$ cat src/rtl/msg_rx_framer_if.sv
// Byte strobes from the UART receiver and the message / strobe bundle
// presented to the command dispatcher.
interface msg_rx_framer_if #(
   parameter int MAX_LEN = 60
);
   logic [7:0]               rx_byte;
   logic                     rx_valid;
   logic                     msg_valid;
   logic                     msg_ready;
   logic [7:0]               msg_type;
   logic [7:0]               msg_len;
   logic [8*(MAX_LEN-8)-1:0] msg_payload;
   logic                     ping;
   logic                     invalid;
   logic                     overrun;

   modport master (
      input  rx_byte, rx_valid, msg_ready,
      output msg_valid, msg_type, msg_len, msg_payload, ping, invalid, overrun
   );

   modport slave (
      output rx_byte, rx_valid, msg_ready,
      input  msg_valid, msg_type, msg_len, msg_payload, ping, invalid, overrun
   );
endinterface

$ cat src/rtl/msg_rx_framer.sv
// Frames length-prefixed, CRC-32 protected messages from a byte stream and
// reports PING / INVALID strobes; inter-byte timeouts resynchronise the stream.
module msg_rx_framer #(
   parameter int MAX_LEN        = 60,
   parameter int TIMEOUT_CYCLES = 2048
) (
   input logic             comm_clk,
   input logic             reset,
   msg_rx_framer_if.master bus
);
   localparam int PL_BYTES = MAX_LEN - 8;
   localparam int PL_BITS  = 8 * PL_BYTES;
   localparam int GAP_W    = $clog2(TIMEOUT_CYCLES + 1);
   localparam logic [GAP_W-1:0] GAP_HIT = GAP_W'(TIMEOUT_CYCLES - 2);
   localparam logic [GAP_W-1:0] GAP_SAT = GAP_W'(TIMEOUT_CYCLES);
   localparam logic [23:0]      LEN_MAX = 24'(MAX_LEN);

   typedef enum logic [2:0] { IDLE, HDR, BODY, CRC, HOLD, DISCARD } state_t;

   state_t             state, state_next;
   logic [23:0]        len, count;
   logic [31:0]        crc;
   logic [23:0]        rx_crc;
   logic [GAP_W-1:0]   gap;
   logic [PL_BITS-1:0] payload;
   logic [7:0]         msg_type, msg_len;
   logic               msg_valid, ping, invalid, overrun;

   logic        ping_next, invalid_next, valid_set, valid_clr, overrun_set;
   logic        frame_start, take_byte, crc_upd, crc_shift, hdr_wr, type_wr, store_en;
   logic        timeout_hit, gap_run;
   logic [23:0] store_idx;
   logic [31:0] crc_word;

   function automatic logic [31:0] crc_step(input logic [31:0] c, input logic [7:0] b);
      logic [31:0] r;
      r = c ^ {24'd0, b};
      for (int i = 0; i < 8; i++) begin
         r = r[0] ? ((r >> 1) ^ 32'hEDB88320) : (r >> 1);
      end
      return r;
   endfunction

   // The timeout fires one cycle early on the counter so the registered pulse
   // lands TIMEOUT_CYCLES cycles after the last strobe, like the other strobes.
   assign timeout_hit = (gap == GAP_HIT);
   assign gap_run     = (state == HDR) || (state == BODY) || (state == CRC) || (state == DISCARD);
   assign crc_word    = {rx_crc, bus.rx_byte};
   assign store_idx   = count - 24'd4;

   always_comb begin
      state_next   = state;
      ping_next    = 1'b0;
      invalid_next = 1'b0;
      valid_set    = 1'b0;
      valid_clr    = 1'b0;
      overrun_set  = 1'b0;
      frame_start  = 1'b0;
      take_byte    = 1'b0;
      crc_upd      = 1'b0;
      crc_shift    = 1'b0;
      hdr_wr       = 1'b0;
      type_wr      = 1'b0;
      store_en     = 1'b0;
      case (state)
         IDLE: begin
            if (bus.rx_valid) begin
               if (bus.rx_byte == 8'h00) begin
                  ping_next = 1'b1;
               end else if (bus.rx_byte < 8'h08) begin
                  invalid_next = 1'b1;
               end else begin
                  frame_start = 1'b1;
                  state_next  = HDR;
               end
            end
         end
         HDR: begin
            if (bus.rx_valid) begin
               take_byte = 1'b1;
               crc_upd   = 1'b1;
               hdr_wr    = 1'b1;
               if (count == 24'd2 && {bus.rx_byte, len[15:0]} > LEN_MAX) begin
                  invalid_next = 1'b1;
                  state_next   = DISCARD;
               end else if (count == 24'd3) begin
                  type_wr    = 1'b1;
                  state_next = (len == 24'd8) ? CRC : BODY;
               end
            end else if (timeout_hit) begin
               invalid_next = 1'b1;
               state_next   = IDLE;
            end
         end
         BODY: begin
            if (bus.rx_valid) begin
               take_byte = 1'b1;
               crc_upd   = 1'b1;
               store_en  = 1'b1;
               if (count + 24'd1 == len - 24'd4) begin
                  state_next = CRC;
               end
            end else if (timeout_hit) begin
               invalid_next = 1'b1;
               state_next   = IDLE;
            end
         end
         CRC: begin
            if (bus.rx_valid) begin
               take_byte = 1'b1;
               crc_shift = 1'b1;
               if (count == len - 24'd1) begin
                  if (crc_word == ~crc) begin
                     valid_set  = 1'b1;
                     state_next = HOLD;
                  end else begin
                     invalid_next = 1'b1;
                     state_next   = IDLE;
                  end
               end
            end else if (timeout_hit) begin
               invalid_next = 1'b1;
               state_next   = IDLE;
            end
         end
         HOLD: begin
            if (bus.rx_valid) begin
               overrun_set = 1'b1;
            end
            if (msg_valid && bus.msg_ready) begin
               valid_clr  = 1'b1;
               state_next = IDLE;
            end
         end
         DISCARD: begin
            if (!bus.rx_valid && timeout_hit) begin
               state_next = IDLE;
            end
         end
         default: state_next = IDLE;
      endcase
   end

   always_ff @(posedge comm_clk) begin
      if (reset) begin
         state     <= IDLE;
         len       <= '0;
         count     <= '0;
         crc       <= '0;
         rx_crc    <= '0;
         gap       <= '0;
         payload   <= '0;
         msg_type  <= '0;
         msg_len   <= '0;
         msg_valid <= 1'b0;
         ping      <= 1'b0;
         invalid   <= 1'b0;
         overrun   <= 1'b0;
      end else begin
         state   <= state_next;
         ping    <= ping_next;
         invalid <= invalid_next;
         if (valid_set) begin
            msg_valid <= 1'b1;
         end else if (valid_clr) begin
            msg_valid <= 1'b0;
         end
         if (overrun_set) begin
            overrun <= 1'b1;
         end
         if (bus.rx_valid) begin
            gap <= '0;
         end else if (gap_run && gap != GAP_SAT) begin
            gap <= gap + GAP_W'(1);
         end
         if (frame_start) begin
            len     <= {16'd0, bus.rx_byte};
            count   <= 24'd1;
            crc     <= crc_step(32'hFFFFFFFF, bus.rx_byte);
            payload <= '0;
         end else begin
            if (take_byte) begin
               count <= count + 24'd1;
            end
            if (crc_upd) begin
               crc <= crc_step(crc, bus.rx_byte);
            end
            if (hdr_wr && count == 24'd1) begin
               len[15:8] <= bus.rx_byte;
            end
            if (hdr_wr && count == 24'd2) begin
               len[23:16] <= bus.rx_byte;
            end
            for (int k = 0; k < PL_BYTES; k++) begin
               if (store_en && store_idx == 24'(k)) begin
                  payload[8*k +: 8] <= bus.rx_byte;
               end
            end
         end
         if (crc_shift) begin
            rx_crc <= crc_word[23:0];
         end
         if (type_wr) begin
            msg_type <= bus.rx_byte;
            msg_len  <= len[7:0];
         end
      end
   end

   assign bus.msg_valid   = msg_valid;
   assign bus.msg_type    = msg_type;
   assign bus.msg_len     = msg_len;
   assign bus.msg_payload = payload;
   assign bus.ping        = ping;
   assign bus.invalid     = invalid;
   assign bus.overrun     = overrun;
endmodule
$ cat src/flat_wrapper.sv
// flat-port wrapper written by rule: the top's interface ports become plain ports
module msg_rx_framer_flat 
#(
   parameter int MAX_LEN        = 60,
   parameter int TIMEOUT_CYCLES = 2048
)
  (comm_clk, reset, bus_rx_byte, bus_rx_valid, bus_msg_ready, bus_msg_valid, bus_msg_type, bus_msg_len, bus_msg_payload, bus_ping, bus_invalid, bus_overrun);
  msg_rx_framer_if #(.MAX_LEN(MAX_LEN)) bus_i ();
  input logic comm_clk;
  input logic reset;
  input wire logic [$bits(bus_i.rx_byte)-1:0] bus_rx_byte;
  input wire logic [$bits(bus_i.rx_valid)-1:0] bus_rx_valid;
  input wire logic [$bits(bus_i.msg_ready)-1:0] bus_msg_ready;
  output wire logic [$bits(bus_i.msg_valid)-1:0] bus_msg_valid;
  output wire logic [$bits(bus_i.msg_type)-1:0] bus_msg_type;
  output wire logic [$bits(bus_i.msg_len)-1:0] bus_msg_len;
  output wire logic [$bits(bus_i.msg_payload)-1:0] bus_msg_payload;
  output wire logic [$bits(bus_i.ping)-1:0] bus_ping;
  output wire logic [$bits(bus_i.invalid)-1:0] bus_invalid;
  output wire logic [$bits(bus_i.overrun)-1:0] bus_overrun;
  assign bus_i.rx_byte = bus_rx_byte;
  assign bus_i.rx_valid = bus_rx_valid;
  assign bus_i.msg_ready = bus_msg_ready;
  assign bus_msg_valid = bus_i.msg_valid;
  assign bus_msg_type = bus_i.msg_type;
  assign bus_msg_len = bus_i.msg_len;
  assign bus_msg_payload = bus_i.msg_payload;
  assign bus_ping = bus_i.ping;
  assign bus_invalid = bus_i.invalid;
  assign bus_overrun = bus_i.overrun;
  msg_rx_framer #(.MAX_LEN(MAX_LEN), .TIMEOUT_CYCLES(TIMEOUT_CYCLES)) u_core (.comm_clk(comm_clk), .reset(reset), .bus(bus_i));
endmodule
$ cat config.mk
export PLATFORM = sky130hd
export DESIGN_NAME = msg_rx_framer_flat
export DESIGN_NICKNAME = d
export VERILOG_FILES = /design/src/rtl/msg_rx_framer_if.sv /design/src/rtl/msg_rx_framer.sv /design/src/flat_wrapper.sv
export SDC_FILE = /design/constraint.sdc
export NUM_CORES = 1
export LEC_CHECK = 0
export ABC_AREA = 1
export CORE_MARGIN = 2
export CORE_UTILIZATION = 48
export CTS_CLUSTER_DIAMETER = 150
export DETAILED_ROUTE_END_ITERATION = 12
export PLACE_DENSITY = 0.79
export REMOVE_ABC_BUFFERS = 1
export SLEW_MARGIN = 20
export SYNTH_ARGS = -nofsm -noshare
export SYNTH_HDL_FRONTEND = slang
export SYNTH_SLANG_ARGS = --single-unit
$ cat constraint.sdc
create_clock -name comm_clk -period 2.5 [get_ports comm_clk]
set_input_delay 0.5 -clock comm_clk [delete_from_list [all_inputs] [get_ports comm_clk]]
set_output_delay 0.5 -clock comm_clk [all_outputs]
set_load 0.02 [all_outputs]
==> run metrics, run 1 <==
H-tree Lvls=2; area delta synth->final=36.9%; share of flip-flops with an asynchronous set or reset=0%; ANT nets after route=0; Ports=448; initial antenna violation count=3; grt ovf=0; die area=55400 um^2; WL per Instance=18.6 um; RSZ-0062 raised after global routing=yes; routability cong.=1.00; post-synthesis sequential area ratio=43.2%; Synth Area per Inst=6.94 um^2; Synth Flop Type=dfxtp_1; mapped cell area=25700 um^2; CP Cell Sequence=ha_2 > nand3_2 > nor2_4 > nand2_1 > nand2_1 > nand2_1 > nand3_1 > nand2_1 > nor2_1 > nand2_1 > nor2_1 > nand2_1 > o21bai_4 > nand3_4 > nor2_1 > nor2_1; Worst slew margin=41.7%; Final Cycle Share=99.5%; nets=4367; maximum clock path buffer count=3; Worst path slowest cell=dfxtp_2; synth warn=0; Fmax achieved=402 MHz; Sw Ratio=38.3%; reg2reg end=u_core.state[0]$_SDFFE_PP0P_; Psw=12.1 mW; Cells after DPL=4960; Initial DRC Count=2129; Initial Util=48.7%; clock-pin slew of the registers on the worst-case setup and hold paths=60 ps; Peak supply drop=0.768 mV; Post-synth EDFFs=0; critical path capture point=u_core.state[0]$_SDFFE_PP0P_; synth top area cells=dfxtp_1, nor2_1, o21ai_0; crit-path max cell delay=340 ps; area leader, netlist=dfxtp_1; Root Driver=clkbuf_16; PnR worst setup slack=11.8 ps; DRT Wirelength=94100 um; Layout fillers=4555; first-pass GRT wire length=143000 um; number of synthesized register bits=555; CP startpoint kind=register; Cells after Synth=3704; hold_buf cts=0; share of layout cells above drive strength 1=14.2%; GR Util All Layers=32.6%; clock sink count=555; DP HPWL=68800 um; critical path arrival=3010 ps; CTS buffer count=57; count leader, synth=nor2_1; P_int=19.6 mW; non-filler cells, final=5073; sequential share of power=30.4%; Synth top cells by count=nor2_1, dfxtp_1, nand2_1, o21ai_0, inv_1; largest net degree at the start of global routing=78; R2R depth=16; Leakage Power=14.0 nW; Tmin final=2490 ps; Combinational Power Share=41.3%; CTS tree=done; Clock power frac=28.3%; max-slew violations=0; drt drc=0; Port-buffer cells=447; CP Class=reg -> reg; final hold vios=0; Vias=27046; Setup Skew=35.1 ps; Setup TNS=0 ps; hold crit path type=in -> reg; core area=52800 um^2; Max-cap violations=0; top cell type's share of synthesized area=43.2%; Required @ worst endpoint=3020 ps; width of the die=235 um; Yosys cell types=57; vias in the first global route=24874; RR Startpoint=u_core.count[1]$_SDFFE_PP0P_; Crit Path Max Fanout=6; Die H=235 um; most frequent CP cell=nand2_1; status=completed; start point of the critical path=u_core.count[1]$_SDFFE_PP0P_; Slew @ Worst Pin=874 ps; Skew-Pair Late Insertion Delay=650 ps; Setup-failing EPs final=0; cell row count=84; pre-CTS WS=-397 ps; CP Capture Type=register; FF-to-FF setup slack=10 ps; Pre-Repair DR Iteration Count=6; Power Density=902 nW/um^2; Via density=5.33
[sequential cells by signal (all words and copies together), names as in the netlist]
register,flops
u_core.bus.invalid,1
u_core.bus.msg_len,8
u_core.bus.msg_payload,416
u_core.bus.msg_type,8
u_core.bus.msg_valid,1
u_core.bus.overrun,1
u_core.bus.ping,1
u_core.count,24
u_core.crc,32
u_core.gap,12
u_core.len,24
u_core.rx_crc,24
u_core.state,3
[per-layer routing]
| layer | track usage (%) | share of wire [%] | vias up |
|---|---|---|---|
| met5 | 0 | 0 | - |
| met4 | 17.5 | 5.6 | 0 |
| met3 | 5.29 | 7.4 | 281 |
| met2 | 55.5 | 47 | 1170 |
| met1 | 39.5 | 40 | 12382 |
| li1 | - | - | 13213 |
[area by class of cell]
class                           instances  area, um^2  share of cell area (%)
Antenna cell                            2        5.00                  0.0142
Clock inverter                         20         337                   0.956
Sequential cell                       555       11100                    31.6
Timing Repair Buffer                  739        6960                    19.8
Tap cell                              688         861                    2.45
Inverter                              227         907                    2.58
Multi-Input combinational cell       2757       13400                    38.0
Clock buffer                           85        1640                    4.66
[worst min path at each step]
stage                                               start                         endpoint  slack [ps]  cells past startpoint
after global placement    u_core.bus.overrun$_SDFFE_PP0P_  u_core.bus.overrun$_SDFFE_PP0P_         440                      2
after global routing                       bus_rx_byte[4]      u_core.len[12]$_SDFFE_PP0P_         220                      3
after CTS                                  bus_rx_byte[4]      u_core.len[12]$_SDFFE_PP0P_         180                      3
after detailed placement  u_core.bus.overrun$_SDFFE_PP0P_  u_core.bus.overrun$_SDFFE_PP0P_         450                      2
after floorplan                u_core.gap[2]$_SDFFE_PP0P_       u_core.gap[2]$_SDFFE_PP0P_         430                      1
final                                      bus_rx_byte[4]      u_core.len[12]$_SDFFE_PP0P_         210                      3
[cells in the final DEF, fill, tap and decap left out, drive strengths merged, types with 86 or more instances in the layout]
cell / instances
xor2: 89
dfxtp: 555
nand2: 566
clkdlybuf4s50: 439
nand3: 115
clkbuf: 86
nor2: 1140
o21ai: 523
buf: 299
inv: 222
[power groups by stage]
stage                     registers (mW)  logic, mW  clock network, mW
after floorplan                     9.75       7.47                  0
after global placement              9.79       12.1                  0
after detailed placement            9.80       12.3                  0
after CTS                           9.61       12.4               9.06
after global routing                9.70       14.4               9.37
final                               9.66       13.1               8.97
[critical path, delay by kind of cell (launching register included)]
| kind | cells | cell delay (ps) |
|---|---|---|
| AO/OA/AOI/OAI | 1 | 220 |
| adder cells (fa/ha/maj) | 1 | 220 |
| flip-flops | 1 | 340 |
| AND/OR/NAND/NOR | 14 | 1610 |
[per-stage QoR]
step                      cell area [um^2]  hold slack (ps)  total power [mW]  util [%]
after CTS                            34700              181              31.1      65.8
after global placement               32700              445              21.9      62.1
final                                35200              207              31.7      66.7
after floorplan                      25000              434              17.2         -
after global routing                 35200              217              33.5      66.7
after detailed placement             32700              450              22.1      62.1
[cells by family (layout without fill, tap and decap cells)]
kind of cell	Yosys count	in the layout	share of synthesized area, %
buffers and inverters	392	1071	6.13
AO/OA/AOI/OAI	685	685	14.1
other	0	2	0
XOR/XNOR	132	132	4.63
adder cells (fa/ha/maj)	18	18	0.876
AND/OR/NAND/NOR	1922	1922	31.1
flip-flops	555	555	43.2
[what timing repair did]
| action | in CTS | in global routing |
|---|---|---|
| gates resized for setup | 9 | 139 |
| setup endpoints to repair | 72 | 377 |
| gates cloned | 0 | 1 |
| pin swaps | 1 | 28 |
| buffers inserted | 0 | 6 |
Note: power is estimated with default switching activity, not from simulation.
==> run 2, diff against run 1 <==
- ABC_AREA: 1 -> not set
- PLACE_DENSITY: 0.79 -> 0.8
==> run 2 against run 1 <==
Compared with the run above: the run now ends with negative setup slack left; largest power group is now registers; register-to-register slack lost 460 ps; cell area grew 2.9%; synthesized cell count shrank 21%; combinational power shrank 44%; area after synthesis shrank 6.2%; clock power grew 1%; sequential share of layout area shrank 0.94 points; setup slack lost 460 ps; largest cell class unchanged; non-clock buffer count grew 58; via count shrank 8.2%.
==> run metrics, run 2 <==
Fmax achieved=339 MHz; H-tree Lvls=2; most frequent CP cell=or4_4; Slew @ Worst Pin=989 ps; Die H=228 um; Hold Crit Depth=3; Yosys cell types=80; failing checks=negative setup slack; CP Capture Type=register; Skew-Pair Late Insertion Delay=660 ps; CP startpoint kind=register; Max-cap violations=0; initial antenna violation count=0; hold_ws=211 ps; RR Startpoint=u_core.len[14]$_SDFFE_PP0P_; Synth top cells by count=nand2_1, dfxtp_1, a21oi_1, nor2_1, clkbuf_1; final hold vios=0; Largest register FFs=416; largest net degree at the start of global routing=48; Layout fillers=3192; hold_sp=bus_rx_byte[6]; critical path arrival=3480 ps; GR Util All Layers=32.5%; diode count=0; cell row count=82; Post-synth EDFFs=0; area post-placement=31600 um^2; share of flip-flops with an asynchronous set or reset=0%; Tmin final=2950 ps; synth warn=0; non-filler cells, final=4285; maximum clock path buffer count=3; count leader, synth=nand2_1; area delta synth->final=50.3%; crit-path max cell delay=540 ps; most frequent cells in the layout=dfxtp_1, clkdlybuf4s50_1, nand2_1, nor2_1, buf_4; status=finished, violations left; Power Density=713 nW/um^2; Via density=5.79; Reg area=11100 um^2; Required @ worst endpoint=3020 ps; max-slew violations=0; FF-to-FF setup slack=-450 ps; mapped cell area=24100 um^2; Port-buffer cells=447; RSZ-0062 raised after global routing=yes; nets=3599; worst hold endpoint=u_core.rx_crc[6]$_SDFFE_PP0P_; Root Driver=clkbuf_16; CTS tree=done; WL per Instance=22.8 um; CP Class=reg -> reg; Vias=24819; CTS buffer count=56; Worst path slowest cell=or4_4; Top delay family on crit path=simple AND/OR/NAND/NOR gates; ANT nets after route=0; DP HPWL=59100 um; Cells after Synth=2929; first-pass GRT wire length=134000 um; area leader, netlist=dfxtp_1; Initial DRC Count=2499; Pre-Repair DR Iteration Count=6; commonest non-fill, non-tap cell in the layout=dfxtp_1; post-synthesis sequential area ratio=46.1%; core area=49900 um^2; die area=52100 um^2; clock-pin slew of the registers on the worst-case setup and hold paths=60 ps; area of the multi-input gates=14300 um^2; Peak supply drop=0.783 mV; drt drc=0; clock sink count=555; Leakage Power=12.5 nW; Worst slew margin=34.1%; Cells after DPL=4164; width of the die=228 um; Ports=448; routability cong.=0.999; Design Area, Final=36200 um^2; Setup Skew=71.7 ps; grt ovf=0; CP Cell Sequence=or4_4 > buf_4 > or2_1 > or4_4 > xnor2_2 > nor2_1 > o31a_1 > nor4b_2 > o21ai_1 > mux2i_1; PnR worst setup slack=-453 ps; Setup-failing EPs final=391; number of synthesized register bits=555; Initial Util=48.4%; WP buf/inv=1; R2R depth=10; Final Cycle Share=118%; Synth Flop Type=dfxtp_1; DRT Wirelength=97700 um; synth top area cells=dfxtp_1, nand2_1, a21oi_1; top cell type's share of synthesized area=46.1%; Crit Path Max Fanout=3; vias in the first global route=23421; Synth Area per Inst=8.23 um^2; share of layout cells above drive strength 1=28.5%; reg2reg end=u_core.state[0]$_SDFFE_PP0P_; hold crit path type=in -> reg
-- run 2: per-layer routing --
metal  wire length [um]  vias up  global-route usage (%)
li1                   -    10981                       -
met1              35400    11826                    38.2
met2              45500     1516                    53.6
met3              10200      496                    10.2
met4               6680        0                    16.1
met5                  0        -                       0
-- run 2: stage by stage --
| stage | setup WS, ps | util, % | setup TNS [ps] | power [mW] |
|---|---|---|---|---|
| after detailed placement | -496 | 63.3 | -144290 | 16.4 |
| after global routing | -582 | 72.7 | -110810 | 26.7 |
| after global placement | -494 | 63.3 | -122260 | 16.3 |
| after CTS | -495 | 70.1 | -61210 | 25.5 |
| after floorplan | -7450 | - | -3348870 | 13.8 |
| final | -453 | 72.7 | -62300 | 25.8 |
-- run 2: layout make-up --
cell class | instances | area share (%)
Multi-Input combinational cell | 2133 | 39.5
Sequential cell | 555 | 30.7
Timing Repair Buffer | 797 | 21.8
Clock buffer | 75 | 4.26
Tap cell | 672 | 2.32
Clock inverter | 27 | 1.12
Inverter | 26 | 0.269
-- run 2: worst reg2reg max path: stages (launching register included) --
cell and delay [ps]:
dfxtp_2 320, or4_4 530, buf_4 160, or2_1 260
or4_4 540, xnor2_2 220, nor2_1 70, o31a_1 250
nor4b_2 310, o21ai_1 90, mux2i_1 130
-- run 2: cells by family after synthesis --
kind of cell / after synthesis / share of synthesized area, %
compound gates: 457 / 10.5
xor+xnor: 235 / 8.72
fa+ha+maj: 18 / 0.934
buf+inv: 241 / 4.16
flops: 555 / 46.1
mux: 164 / 6.81
simple gates: 1259 / 22.8
-- run 2: worst max-delay path by stage --
stage / to / cells after the start / slack, ps / from
3_3_place_gp: u_core.state[0]$_SDFFE_PP0P_ / 9 / -490 / u_core.len[8]$_SDFFE_PP0P_
5_1_grt: u_core.state[0]$_SDFFE_PP0P_ / 12 / -580 / u_core.len[14]$_SDFFE_PP0P_
6_report: u_core.state[0]$_SDFFE_PP0P_ / 10 / -450 / u_core.len[14]$_SDFFE_PP0P_
4_1_cts: u_core.state[0]$_SDFFE_PP0P_ / 9 / -500 / u_core.len[13]$_SDFFE_PP0P_
2_1_floorplan: u_core.bus.msg_payload[128]$_SDFFE_PP0P_ / 6 / -7450 / bus_rx_byte[4]
3_5_place_dp: u_core.state[0]$_SDFFE_PP0P_ / 9 / -500 / u_core.len[8]$_SDFFE_PP0P_
-- run 2: repair_timing --
item,4_1_cts,5_1_grt
resized for setup,373,353
setup buffers,20,0
hold buffers,0,0
pin swaps,334,195
setup endpoints to repair,428,453
-- run 2: power by group --
part | total [mW] | leakage (nW) | switching, mW | internal, mW
clock | 9.06 | 0.948 | 3.86 | 5.20
combinational | 7.32 | 7.12 | 4.00 | 3.32
sequential | 9.45 | 4.48 | 0.331 | 9.12
